$ cat src/rtl/datapath_ctrl.sv
`default_nettype none
// ============================================================================
//  Module   : datapath_ctrl
//  Purpose  : Instruction register plus Moore-style control FSM that sequences
//             register-file reads/writes, A/B/C/status loads, shifter and ALU
//             controls for a simple 16-bit datapath.
//  Revision : 1.0 - initial release
// ============================================================================
module datapath_ctrl (
    input  logic        clk,
    input  logic        reset_n,
    input  logic        s,
    input  logic        load,
    input  logic [15:0] in,
    output logic        w,
    output logic [2:0]  readnum,
    output logic [2:0]  writenum,
    output logic        write,
    output logic        vsel,
    output logic        loada,
    output logic        loadb,
    output logic        loadc,
    output logic        loads,
    output logic        asel,
    output logic        bsel,
    output logic [1:0]  shift,
    output logic [1:0]  ALUop,
    output logic [15:0] datapath_in
);

    typedef enum logic [2:0] {
        S_WAIT      = 3'd0,
        S_DECODE    = 3'd1,
        S_WRITE_IMM = 3'd2,
        S_GET_A     = 3'd3,
        S_GET_B     = 3'd4,
        S_CALC      = 3'd5,
        S_WRITE_REG = 3'd6
    } state_t;

    state_t      r_state;
    state_t      w_next;
    logic [15:0] r_ir;

    // Instruction fields
    logic [2:0] w_opcode;
    logic [1:0] w_op;
    logic [2:0] w_rn;
    logic [2:0] w_rd;
    logic [1:0] w_sh;
    logic [2:0] w_rm;

    // Instruction class decode
    logic w_mov_imm;
    logic w_mov_reg;
    logic w_mvn;
    logic w_alu_ab;
    logic w_cmp;

    assign w_opcode = r_ir[15:13];
    assign w_op     = r_ir[12:11];
    assign w_rn     = r_ir[10:8];
    assign w_rd     = r_ir[7:5];
    assign w_sh     = r_ir[4:3];
    assign w_rm     = r_ir[2:0];

    assign w_mov_imm = (w_opcode == 3'b110) && (w_op == 2'b10);
    assign w_mov_reg = (w_opcode == 3'b110) && (w_op == 2'b00);
    assign w_mvn     = (w_opcode == 3'b101) && (w_op == 2'b11);
    // ADD, CMP and AND all need both operands fetched
    assign w_alu_ab  = (w_opcode == 3'b101) && (w_op != 2'b11);
    assign w_cmp     = (w_opcode == 3'b101) && (w_op == 2'b01);

    // Immediate is always presented sign-extended, independent of state
    assign datapath_in = {{8{r_ir[7]}}, r_ir[7:0]};

    // Instruction register: loads only while idle so a running instruction
    // always sees a stable encoding
    always_ff @(posedge clk or negedge reset_n) begin
        if (!reset_n) begin
            r_ir <= 16'h0000;
        end else if ((r_state == S_WAIT) && load) begin
            r_ir <= in;
        end
    end

    // State register
    always_ff @(posedge clk or negedge reset_n) begin
        if (!reset_n) begin
            r_state <= S_WAIT;
        end else begin
            r_state <= w_next;
        end
    end

    // Next-state and Moore outputs; every output defaults to its idle value
    always_comb begin
        w_next   = r_state;
        w        = 1'b0;
        readnum  = 3'd0;
        writenum = 3'd0;
        write    = 1'b0;
        vsel     = 1'b0;
        loada    = 1'b0;
        loadb    = 1'b0;
        loadc    = 1'b0;
        loads    = 1'b0;
        asel     = 1'b0;
        bsel     = 1'b0;
        shift    = 2'b00;
        ALUop    = 2'b00;

        case (r_state)
            S_WAIT: begin
                w = 1'b1;
                if (s) begin
                    w_next = S_DECODE;
                end
            end
            S_DECODE: begin
                if (w_mov_imm) begin
                    w_next = S_WRITE_IMM;
                end else if (w_mov_reg || w_mvn) begin
                    w_next = S_GET_B;
                end else if (w_alu_ab) begin
                    w_next = S_GET_A;
                end else begin
                    // Unsupported encoding: drop back to idle silently
                    w_next = S_WAIT;
                end
            end
            S_WRITE_IMM: begin
                write    = 1'b1;
                vsel     = 1'b1;
                writenum = w_rn;
                w_next   = S_WAIT;
            end
            S_GET_A: begin
                readnum = w_rn;
                loada   = 1'b1;
                w_next  = S_GET_B;
            end
            S_GET_B: begin
                readnum = w_rm;
                loadb   = 1'b1;
                w_next  = S_CALC;
            end
            S_CALC: begin
                shift = w_sh;
                bsel  = 1'b1;
                // MOV reg reuses the ADD path with a zeroed A operand
                ALUop = w_mov_reg ? 2'b00 : w_op;
                asel  = !(w_mov_reg || w_mvn);
                if (w_cmp) begin
                    loads  = 1'b1;
                    w_next = S_WAIT;
                end else begin
                    loadc  = 1'b1;
                    w_next = S_WRITE_REG;
                end
            end
            S_WRITE_REG: begin
                write    = 1'b1;
                vsel     = 1'b0;
                writenum = w_rd;
                w_next   = S_WAIT;
            end
            default: begin
                w_next = S_WAIT;
            end
        endcase
    end

endmodule
`default_nettype wire

$ cat config.mk
export PLATFORM = sky130hd
export DESIGN_NAME = datapath_ctrl
export DESIGN_NICKNAME = d
export VERILOG_FILES = /design/src/rtl/datapath_ctrl.sv
export SDC_FILE = /design/constraint.sdc
export NUM_CORES = 1
export LEC_CHECK = 0
export CAP_MARGIN = 20
export CORE_MARGIN = 2
export CORE_UTILIZATION = 40
export DETAILED_ROUTE_END_ITERATION = 12
export PLACE_DENSITY_LB_ADDON = 0.3
export SLEW_MARGIN = 40
export SYNTH_ARGS = -nofsm -noshare
export SYNTH_HDL_FRONTEND = slang
export SYNTH_SLANG_ARGS = --single-unit
$ cat constraint.sdc
create_clock -name clk -period 1.8 [get_ports clk]
set_clock_uncertainty 0.05 [all_clocks]
set_input_delay 0.54 -clock clk [delete_from_list [all_inputs] [get_ports clk]]
set_output_delay 0.54 -clock clk [all_outputs]
set_load 0.005 [all_outputs]
==> qor.yml, run 1 <==
outcome:
  outcome: "finished with violations"
  violations: "negative setup slack"
synth:
  synth-seq-cells: 19
  netlist_instances: 103
  synth_seq_area_share: 0.4077
  synth_area_um2: 1166
  ys_types: 31
  yosys_warnings: 0
  syn_avg_cell_area_um2: 11.32
  syn_nets: 123
clocking:
  insertion_delay_ps: 300
  cts_made_buffers: 3
  path_clk_slew_ps: 110
  cts.sinks: 19
  cts_hold_buf: 0
  h-tree-depth: 1
  root_buffer: "clkbuf_4"
  cts_tree: "built"
  clk_path_buf_depth: 2
die:
  num_rows: 19
  core_um2: 2758
  fp.dieH_um: 58.00
  die_x_um: 58.00
  pin_count: 55
  die_area_um2: 3363
  initial_core_util: 0.4229
min_path:
  hp-class: "reg -> reg"
  min_from: "r_ir[1]"
  hold_end: "r_ir[1]"
  min_path_cells: 1
timing:
  post-route-min-period_ps: 2009
  hold_violations: 0
  worst_pin_slew_ps: 332.5
  slew_viol_final: 0
  holdWs_ps: 498.8
  setup_ws_ps: -209.2
  slew-limit-headroom: 0.7760
  fmax_mhz: 497.7
  rsz0062_at_grt: "true"
  finalSetupViolCount: 18
  fin_crit_sh: 1.116
cells_and_area:
  final_nets: 203
  antennaDiodeCount: 0
  post-route-util: 0.7323
  fillers: 200
  synthToLayoutAreaGrowth_pct: 73.18
  final_cells: 213
  drive_gt1_frac: 0.5934
place:
  port_buffers: 54
  hpwl_mm: 2.099
  dp_cells: 188
  gp_congestion: 0.7740
global_route:
  track_usage: 0.1913
  gr-total-overflow: 0
  antenna_found_initial: 0
  grt_pass1_wl_mm: 4.899
  grt_pass1_vias: 1029
  grt_max_degree: 20
worst_setup_path:
  startpoint_type: "register"
  r2r_start: "r_state[0]"
  cp_max_fo: 3
  r2r-end: "r_ir[12]"
  r2r_cells: 5
  path_class: "reg -> out"
  reg2reg_setup_slack_ps: 120
  arrival_ps: 1420
  end_kind: "output pin"
  required_ps: 1210
drt:
  drt-wirelength-per-cell_um: 15.74
  drc: 0
  first_iter_violations: 17
  vias_per_cell: 4.977
  ant_nets: 0
  dr.pass1.iters: 3
  routed_wl_mm: 3.352
  vias: 1060
flow_run:
  cap_violations: 0
power:
  p_per_area_nw_per_um2: 1741
  cellLeakagePower_uw: 0.0009767
  ir_worst_vdd_mv: 1.363
critical path, cell delays in order, from the launching register on:
cell and delay, ps:
dfrtp_1 430, nor4b_2 320, o21ai_2 100, and2_4 160, buf_6 100
what timing repair did:
action	CTS	global route
buffers inserted	18	3
gates resized for setup	115	31
pin swaps	19	8
endpoints found under the setup margin	30	37
cloned	0	1
through the flow:
stage	setup slack [ps]	TNS [ps]	instance area, µm²	total power (µW)
after floorplan	201.7	0	1166	2000
after global placement	-212.2	-3327	1729	2702
after detailed placement	-238.6	-3686	1729	2752
after CTS	-183.1	-2523	1902	3231
after global routing	-284.4	-3668	2019	3718
final	-209.2	-2547	2019	3516
worst max-delay path by stage:
stage,from,to,slack [ps],depth (start not counted)
global placement,r_state[1],readnum[1],-210,4
floorplan,r_state[2],readnum[0],200,4
global route,r_ir[13],asel,-280,4
finish,r_ir[11],asel,-210,4
CTS,r_state[1],writenum[2],-180,4
detailed placement,r_state[1],readnum[0],-240,4
cells by family after synthesis:
kind of cell | count (synthesis) | synth area share
mux | 19 | 0.2124
compound gates | 12 | 0.07190
flops | 19 | 0.4077
buf+inv | 23 | 0.1524
simple gates | 30 | 0.1556
registers in the layout (all words and copies together) (netlist names):
register	flops
r_ir	16
r_state	3
per-layer routing:
| layer | up-vias | global-route usage | share of wire | wire length [µm] |
|---|---|---|---|---|
| li1 | 504 | - | - | - |
| met1 | 514 | 0.2443 | 0.42 | 1410 |
| met2 | 36 | 0.3182 | 0.50 | 1690 |
| met3 | 6 | 0.05580 | 0.058 | 196 |
| met4 | 0 | 0.04983 | 0.016 | 54 |
| met5 | - | 0 | 0 | 0 |
power breakdown:
part           internal [µW]  switching (µW)  total [µW]
combinational           1510             910        2420
sequential               650             221         871
clock                   82.9             138         221
total                   2250            1270        3520
cells in the mapped netlist:
master	count	area share
dfrtp_1	19	0.41
buf_4	16	0.10
mux2_4	10	0.13
nor2_1	7	0.023
mux2_2	6	0.058
and3_1	4	0.021
nand2_1	4	0.013
a22o_1	3	0.023
inv_1	3	0.0097
mux2i_1	3	0.026
nor3_1	3	0.013
o21ai_0	3	0.013
a21oi_1	2	0.0086
buf_6	2	0.019
nand2b_1	2	0.011
a211oi_1	1	0.0064
a221o_1	1	0.0086
and2_1	1	0.0054
and2_4	1	0.0075
and2b_2	1	0.0075
and3_2	1	0.0064
and4b_1	1	0.0086
buf_12	1	0.017
clkbuf_1	1	0.0032
nand3b_1	1	0.0064
nand4bb_1	1	0.0097
nor3_2	1	0.0086
nor4b_1	1	0.0075
o21bai_1	1	0.0064
o31ai_1	1	0.0064
or2b_2	1	0.0075
cell type report:
class / count / area, µm² / share of cell area
multi-input combinational: 62 / 629.4 / 0.3116
timing repair buffer: 94 / 834.6 / 0.4133
inverter: 3 / 11.26 / 0.005576
clock inverter: 1 / 5.005 / 0.002478
sequential: 19 / 478.0 / 0.2367
tap: 31 / 38.79 / 0.01921
clock buffer: 3 / 22.52 / 0.01115
layout by cell type (no fill, tap or decap), drive strengths merged, types with 2 or more instances in the layout:
| cell | netlist | routed |
|---|---|---|
| dlygate4sd2 | 0 | 6 |
| buf | 19 | 59 |
| mux2 | 16 | 16 |
| nor3 | 4 | 4 |
| nor2 | 7 | 7 |
| a22o | 3 | 3 |
| inv | 3 | 3 |
| and3 | 5 | 5 |
| clkdlybuf4s50 | 0 | 21 |
| nand2b | 2 | 2 |
| nand2 | 4 | 4 |
| o21ai | 3 | 3 |
| clkbuf | 1 | 3 |
| and2 | 2 | 3 |
| clkdlybuf4s15 | 0 | 5 |
| mux2i | 3 | 3 |
| a21oi | 2 | 2 |
| dlymetal6s2s | 0 | 3 |
| dfrtp | 19 | 19 |
Note: power is estimated with default switching activity, not from simulation.
==> run 2, diff against run 1 <==
--- a/config.mk
+++ b/config.mk
@@ -6,7 +6,7 @@
 export NUM_CORES = 1
 export LEC_CHECK = 0
 export CAP_MARGIN = 20
-export CORE_MARGIN = 2
+export CORE_MARGIN = 1
 export CORE_UTILIZATION = 40
 export DETAILED_ROUTE_END_ITERATION = 12
 export PLACE_DENSITY_LB_ADDON = 0.3
==> run 2 against run 1 <==
  * Core utilization up 2.1 points
  * The flow still finishes with violations (negative setup slack)
  * Combinational power up 7%
  * Global-route usage grew 4.4 points
  * Sequential cell count stayed put
  * Maximum frequency shrank 2.0%
  * Clock power increased by 3%
  * Highest routed layer unchanged
  * Critical path depth is the same
  * Power is 4.8% higher
  * Cell count rose by 4.2%
  * Largest power group unchanged
  * Worst hold slack improved by 4.6 ps
  * Routed wire length is 9.7% higher
  * Non-clock buffer count up 9
==> qor.yml, run 2 (synthesis results as in run 1) <==
outcome:
  outcome: "finished with violations"
  violations: "negative setup slack"
cells_and_area:
  final_cell_mix: "buf_4 (27), buf_6 (26), clkdlybuf4s50_1 (19)"
  final_common_cell: "buf_4"
  fillers: 194
  largest_reg_flops: 16
  antennaDiodeCount: 0
  drive_gt1_frac: 0.5864
  final_nets: 212
  reg_top3: "r_ir (16), r_state (3)"
  synthToLayoutAreaGrowth_pct: 78.22
  registers.top_by_ff_count: "r_ir"
min_path:
  hp-class: "in -> async"
drt:
  drc: 0
  drt-wirelength-per-cell_um: 16.56
  first_iter_violations: 32
  vias_per_cell: 5.135
  vias: 1140
  ant_nets: 0
  dr.pass1.iters: 4
  routed_wl_mm: 3.677
global_route:
  track_usage: 0.2349
  grt_max_degree: 20
  grt_pass1_wl_mm: 5.540
  gr-total-overflow: 0
  antenna_found_initial: 0
  grt_pass1_vias: 1195
timing:
  rsz0062_at_grt: "true"
  slew-limit-headroom: 0.8242
  setup_tns_ps: -3464
  holdWs_ps: 503.4
  hold_violations: 0
  fin_crit_sh: 1.139
  post-route-min-period_ps: 2051
  fmax_mhz: 487.7
  finalSetupViolCount: 20
  slew_viol_final: 0
  setup_ws_ps: -250.6
  worst_pin_slew_ps: 263.7
place:
  port_buffers: 54
  gp_congestion: 0.7866
  pre_cts_slack_ps: -243.0
  hpwl_mm: 2.117
clocking:
  clk_path_buf_depth: 2
  cts_made_buffers: 3
  h-tree-depth: 1
  root_buffer: "clkbuf_4"
  insertion_delay_ps: 310
  cts.sinks: 19
  cts_hold_buf: 0
  cts_tree: "built"
  path_clk_slew_ps: 110
worst_setup_path:
  end_kind: "output pin"
  reg2reg_setup_slack_ps: -100
  required_ps: 1210
  r2r_cells: 10
  arrival_ps: 1460
  cp_max_fo: 5
  r2r_start: "r_ir[11]"
  path_class: "reg -> out"
  r2r-end: "r_state[2]"
  cp-startpoint: "r_state[0]"
  endpoint: "ALUop[1]"
  startpoint_type: "register"
die:
  fp.dieH_um: 56.00
  initial_core_util: 0.4229
  num_rows: 19
  die_x_um: 56.00
  die_area_um2: 3135
  pin_count: 55
  core_um2: 2758
power:
  cellLeakagePower_uw: 0.001075
  p_per_area_nw_per_um2: 1772
  ir_worst_vdd_mv: 1.555
flow_run:
  cap_violations: 0
## run 2: cell count changes in the layout (fill, tap and decap cells not counted), sizes merged
cell | before | now
clkdlybuf4s50 | 21 | 19
dlymetal6s2s | 3 | 7
buf | 59 | 68
dlygate4sd2 | 6 | 7
clkbuf | 3 | 4
clkdlybuf4s15 | 5 | 1
## run 2: timing repair
action | CTS | global route
pin swaps | 16 | 9
resized for setup | 116 | 29
endpoints found under the setup margin | 35 | 45
cloned | 0 | 1
setup buffers | 28 | 4
## run 2: worst min path at each step
| stage | startpoint | end | slack, ps | depth (start not counted) |
|---|---|---|---|---|
| 2_1_floorplan | reset_n | r_ir[0] | 190 | 0 |
| 3_3_place_gp | r_ir[4] | r_ir[4] | 460 | 1 |
| 3_5_place_dp | r_ir[10] | r_ir[10] | 480 | 1 |
| 4_1_cts | reset_n | r_ir[12] | 510 | 2 |
| 5_1_grt | reset_n | r_ir[12] | 490 | 2 |
| 6_report | reset_n | r_ir[4] | 500 | 2 |
## run 2: stage by stage
step                      power [µW]  instance area, µm²  utilization  cells
after global routing            3911                2078       0.7536    222
after CTS                       3419                1972       0.7151    218
after global placement          2683                1729       0.6270    188
after detailed placement        2755                1729       0.6270    188
after floorplan                 2000                1166            -    103
final                           3683                2078       0.7536    222
## run 2: power breakdown
part	internal (µW)	total [µW]	switching (µW)
Clock	83.2	227	144
Combinational	1630	2590	957
Sequential	653	869	216
Total	2370	3680	1320
## run 2: layout make-up
class                   count  area, µm²  share of cell area
repair buffers            103      924.6              0.4449
multi-input cells          62      594.3              0.2860
clock buffers               3      22.52             0.01084
clock inverters             1      5.005            0.002408
flip-flops and latches     19      479.2              0.2306
well taps                  31      38.79             0.01866
inverters                   3      13.76            0.006623
## run 2: routing by layer
layer	track usage	up-vias	share of wire	wire, µm
met3	0.06279	9	0.073	267
met1	0.2872	564	0.40	1468
met2	0.3980	46	0.50	1855
met4	0.08362	0	0.023	85
met5	0	-	0	0
li1	-	521	-	-
## run 2: critical path, cell delays in order, from the launching register on
cell	delay [ps]
dfrtp_2	480
and2b_2	260
buf_6	130
and3_4	170
buf_6	110
==> run 3, diff against run 2 <==
--- a/config.mk
+++ b/config.mk
@@ -6,11 +6,11 @@
 export NUM_CORES = 1
 export LEC_CHECK = 0
 export CAP_MARGIN = 20
-export CORE_MARGIN = 1
 export CORE_UTILIZATION = 40
 export DETAILED_ROUTE_END_ITERATION = 12
-export PLACE_DENSITY_LB_ADDON = 0.3
+export PLACE_DENSITY = 0.8
 export SLEW_MARGIN = 40
 export SYNTH_ARGS = -nofsm -noshare
 export SYNTH_HDL_FRONTEND = slang
 export SYNTH_SLANG_ARGS = --single-unit
+export TNS_END_PERCENT = 50
==> run 3 against run 2 <==
  * First-iteration DRC count fell by 9.4%
  * Clock power fell by 3%
  * Design area fell by 2.2%
  * The run still ends with negative setup slack left
  * Critical path type unchanged
  * Highest routed layer unchanged
  * Register-to-register slack got worse by 90 ps
  * Setup slack got worse by 120 ps
  * Power fell by 3.4%
==> qor.yml, run 3 (synthesis results as in run 1) <==
flow_run:
  cap_violations: 0
worst_setup_path:
  r2r_cells: 11
  arrival_ps: 1590
  crit_path_top_delay_cell: "dfrtp_1"
  cpPeakStageDelay_ps: 420
  cp-startpoint: "r_ir[13]"
  required_ps: 1210
  crit_chain: "buf_6, nor4b_4, o21ai_2, buf_4, and2_4, buf_6"
  r2r_start: "r_ir[13]"
  cp_common_cell: "buf_6"
  cp_max_fo: 2
  end_kind: "output pin"
  startpoint_type: "register"
  reg2reg_setup_slack_ps: -190
  path_class: "reg -> out"
  endpoint: "asel"
  r2r-end: "r_state[2]"
drt:
  vias_per_cell: 5.399
  first_iter_violations: 29
  drc: 0
  dr.pass1.iters: 4
  drt-wirelength-per-cell_um: 18.46
  routed_wl_mm: 3.932
  ant_nets: 0
  vias: 1150
power:
  ir_worst_vdd_mv: 1.397
  p_per_area_nw_per_um2: 1752
  cellLeakagePower_uw: 0.001009
place:
  gp_congestion: 0.8089
  port_buffers: 54
  hpwl_mm: 2.079
  dp_cells: 187
timing:
  fin_crit_sh: 1.209
  setup_tns_ps: -4296
  slew_viol_final: 0
  post-route-min-period_ps: 2175
  worst_pin_slew_ps: 326.0
  holdWs_ps: 501.8
  hold_violations: 0
  setup_ws_ps: -375.4
  slew-limit-headroom: 0.7827
  finalSetupViolCount: 21
  fmax_mhz: 459.7
  rsz0062_at_grt: "true"
cells_and_area:
  antennaDiodeCount: 0
  largest_reg_flops: 16
  drive_gt1_frac: 0.5769
  final_cells: 213
  final_cell_mix: "buf_6 (24), buf_4 (22), clkdlybuf4s50_1 (19)"
  post-route-util: 0.7368
  reg_top3: "r_ir (16), r_state (3)"
  final_nets: 203
  synthToLayoutAreaGrowth_pct: 74.25
  registers.top_by_ff_count: "r_ir"
  final_common_cell: "buf_6"
die:
  num_rows: 19
  initial_core_util: 0.4229
  die_x_um: 56.00
  pin_count: 55
  fp.dieH_um: 56.00
  core_um2: 2758
  die_area_um2: 3135
clocking:
  cts_made_buffers: 3
  insertion_delay_ps: 290
  path_clk_slew_ps: 110
  h-tree-depth: 1
  cts.sinks: 19
  root_buffer: "clkbuf_4"
  cts_hold_buf: 0
  cts_tree: "built"
  clk_path_buf_depth: 2
global_route:
  antenna_found_initial: 0
  grt_pass1_wl_mm: 5.623
  grt_pass1_vias: 1205
  gr-total-overflow: 0
  grt_max_degree: 20
  track_usage: 0.2296
outcome:
  violations: "negative setup slack"
  outcome: "finished with violations"
min_path:
  hp-class: "reg -> reg"
==> run 3: cell types whose count changed in the layout (fill, tap and decap cells not counted), sizes merged <==
cell           before  now
and2                3    2
buf                68   59
clkdlybuf4s15       1    0
dlygate4sd2         7   13
dlymetal6s2s        7    3
==> run 3: critical path: cells and delay by family (launching register included) <==
family / cells / cell delay (ps)
flip-flops: 1 / 420
AO/OA/AOI/OAI: 1 / 100
buffers and inverters: 3 / 380
AND/OR/NAND/NOR: 2 / 400
==> run 3: report_power, final <==
part / total [µW] / switching [µW] / internal, µW / leakage [µW]
registers: 876 / 225 / 651 / 0.000224
logic: 2460 / 976 / 1490 / 0.000766
clock network: 220 / 137 / 82.7 / 0.0000177
==> run 3: area by class of cell <==
type | instances | area (µm²)
Clock buffer | 3 | 22.52
Clock inverter | 1 | 5.005
Fill cell | 166 | 725.7
Inverter | 3 | 11.26
Multi-Input combinational cell | 61 | 629.4
Sequential cell | 19 | 478.0
Tap cell | 31 | 38.79
Timing Repair Buffer | 95 | 847.1
==> run 3: timing repair <==
action,4_1_cts,5_1_grt
gates resized for setup,116,31
setup endpoints to repair,31,23
pin swaps,15,8
buffers inserted,18,7
==> run 3: per-layer routing <==
metal	vias to the layer above	share of wire	track usage
li1	502	-	-
met1	562	0.38	0.2861
met2	66	0.50	0.4048
met3	20	0.067	0.04186
met4	0	0.055	0.06620
met5	-	0	0
==> run 3: through the flow <==
stage / cell area (µm²) / power, µW / worst slack (ps)
5_1_grt: 2032 / 3724 / -456.1
3_5_place_dp: 1722 / 2728 / -275.8
2_1_floorplan: 1166 / 2000 / 201.7
3_3_place_gp: 1722 / 2665 / -251.8
4_1_cts: 1914 / 3209 / -311.2
6_report: 2032 / 3559 / -375.4
==> run 3: worst min-delay path by stage <==
stage	endpoint	startpoint	slack [ps]	cells after the start
3_5_place_dp	r_ir[1]	r_ir[1]	470	1
6_report	r_ir[1]	r_ir[1]	500	1
3_3_place_gp	r_ir[4]	r_ir[4]	460	1
4_1_cts	r_ir[1]	reset_n	500	2
2_1_floorplan	r_ir[0]	reset_n	190	0
5_1_grt	r_ir[1]	r_ir[1]	530	1
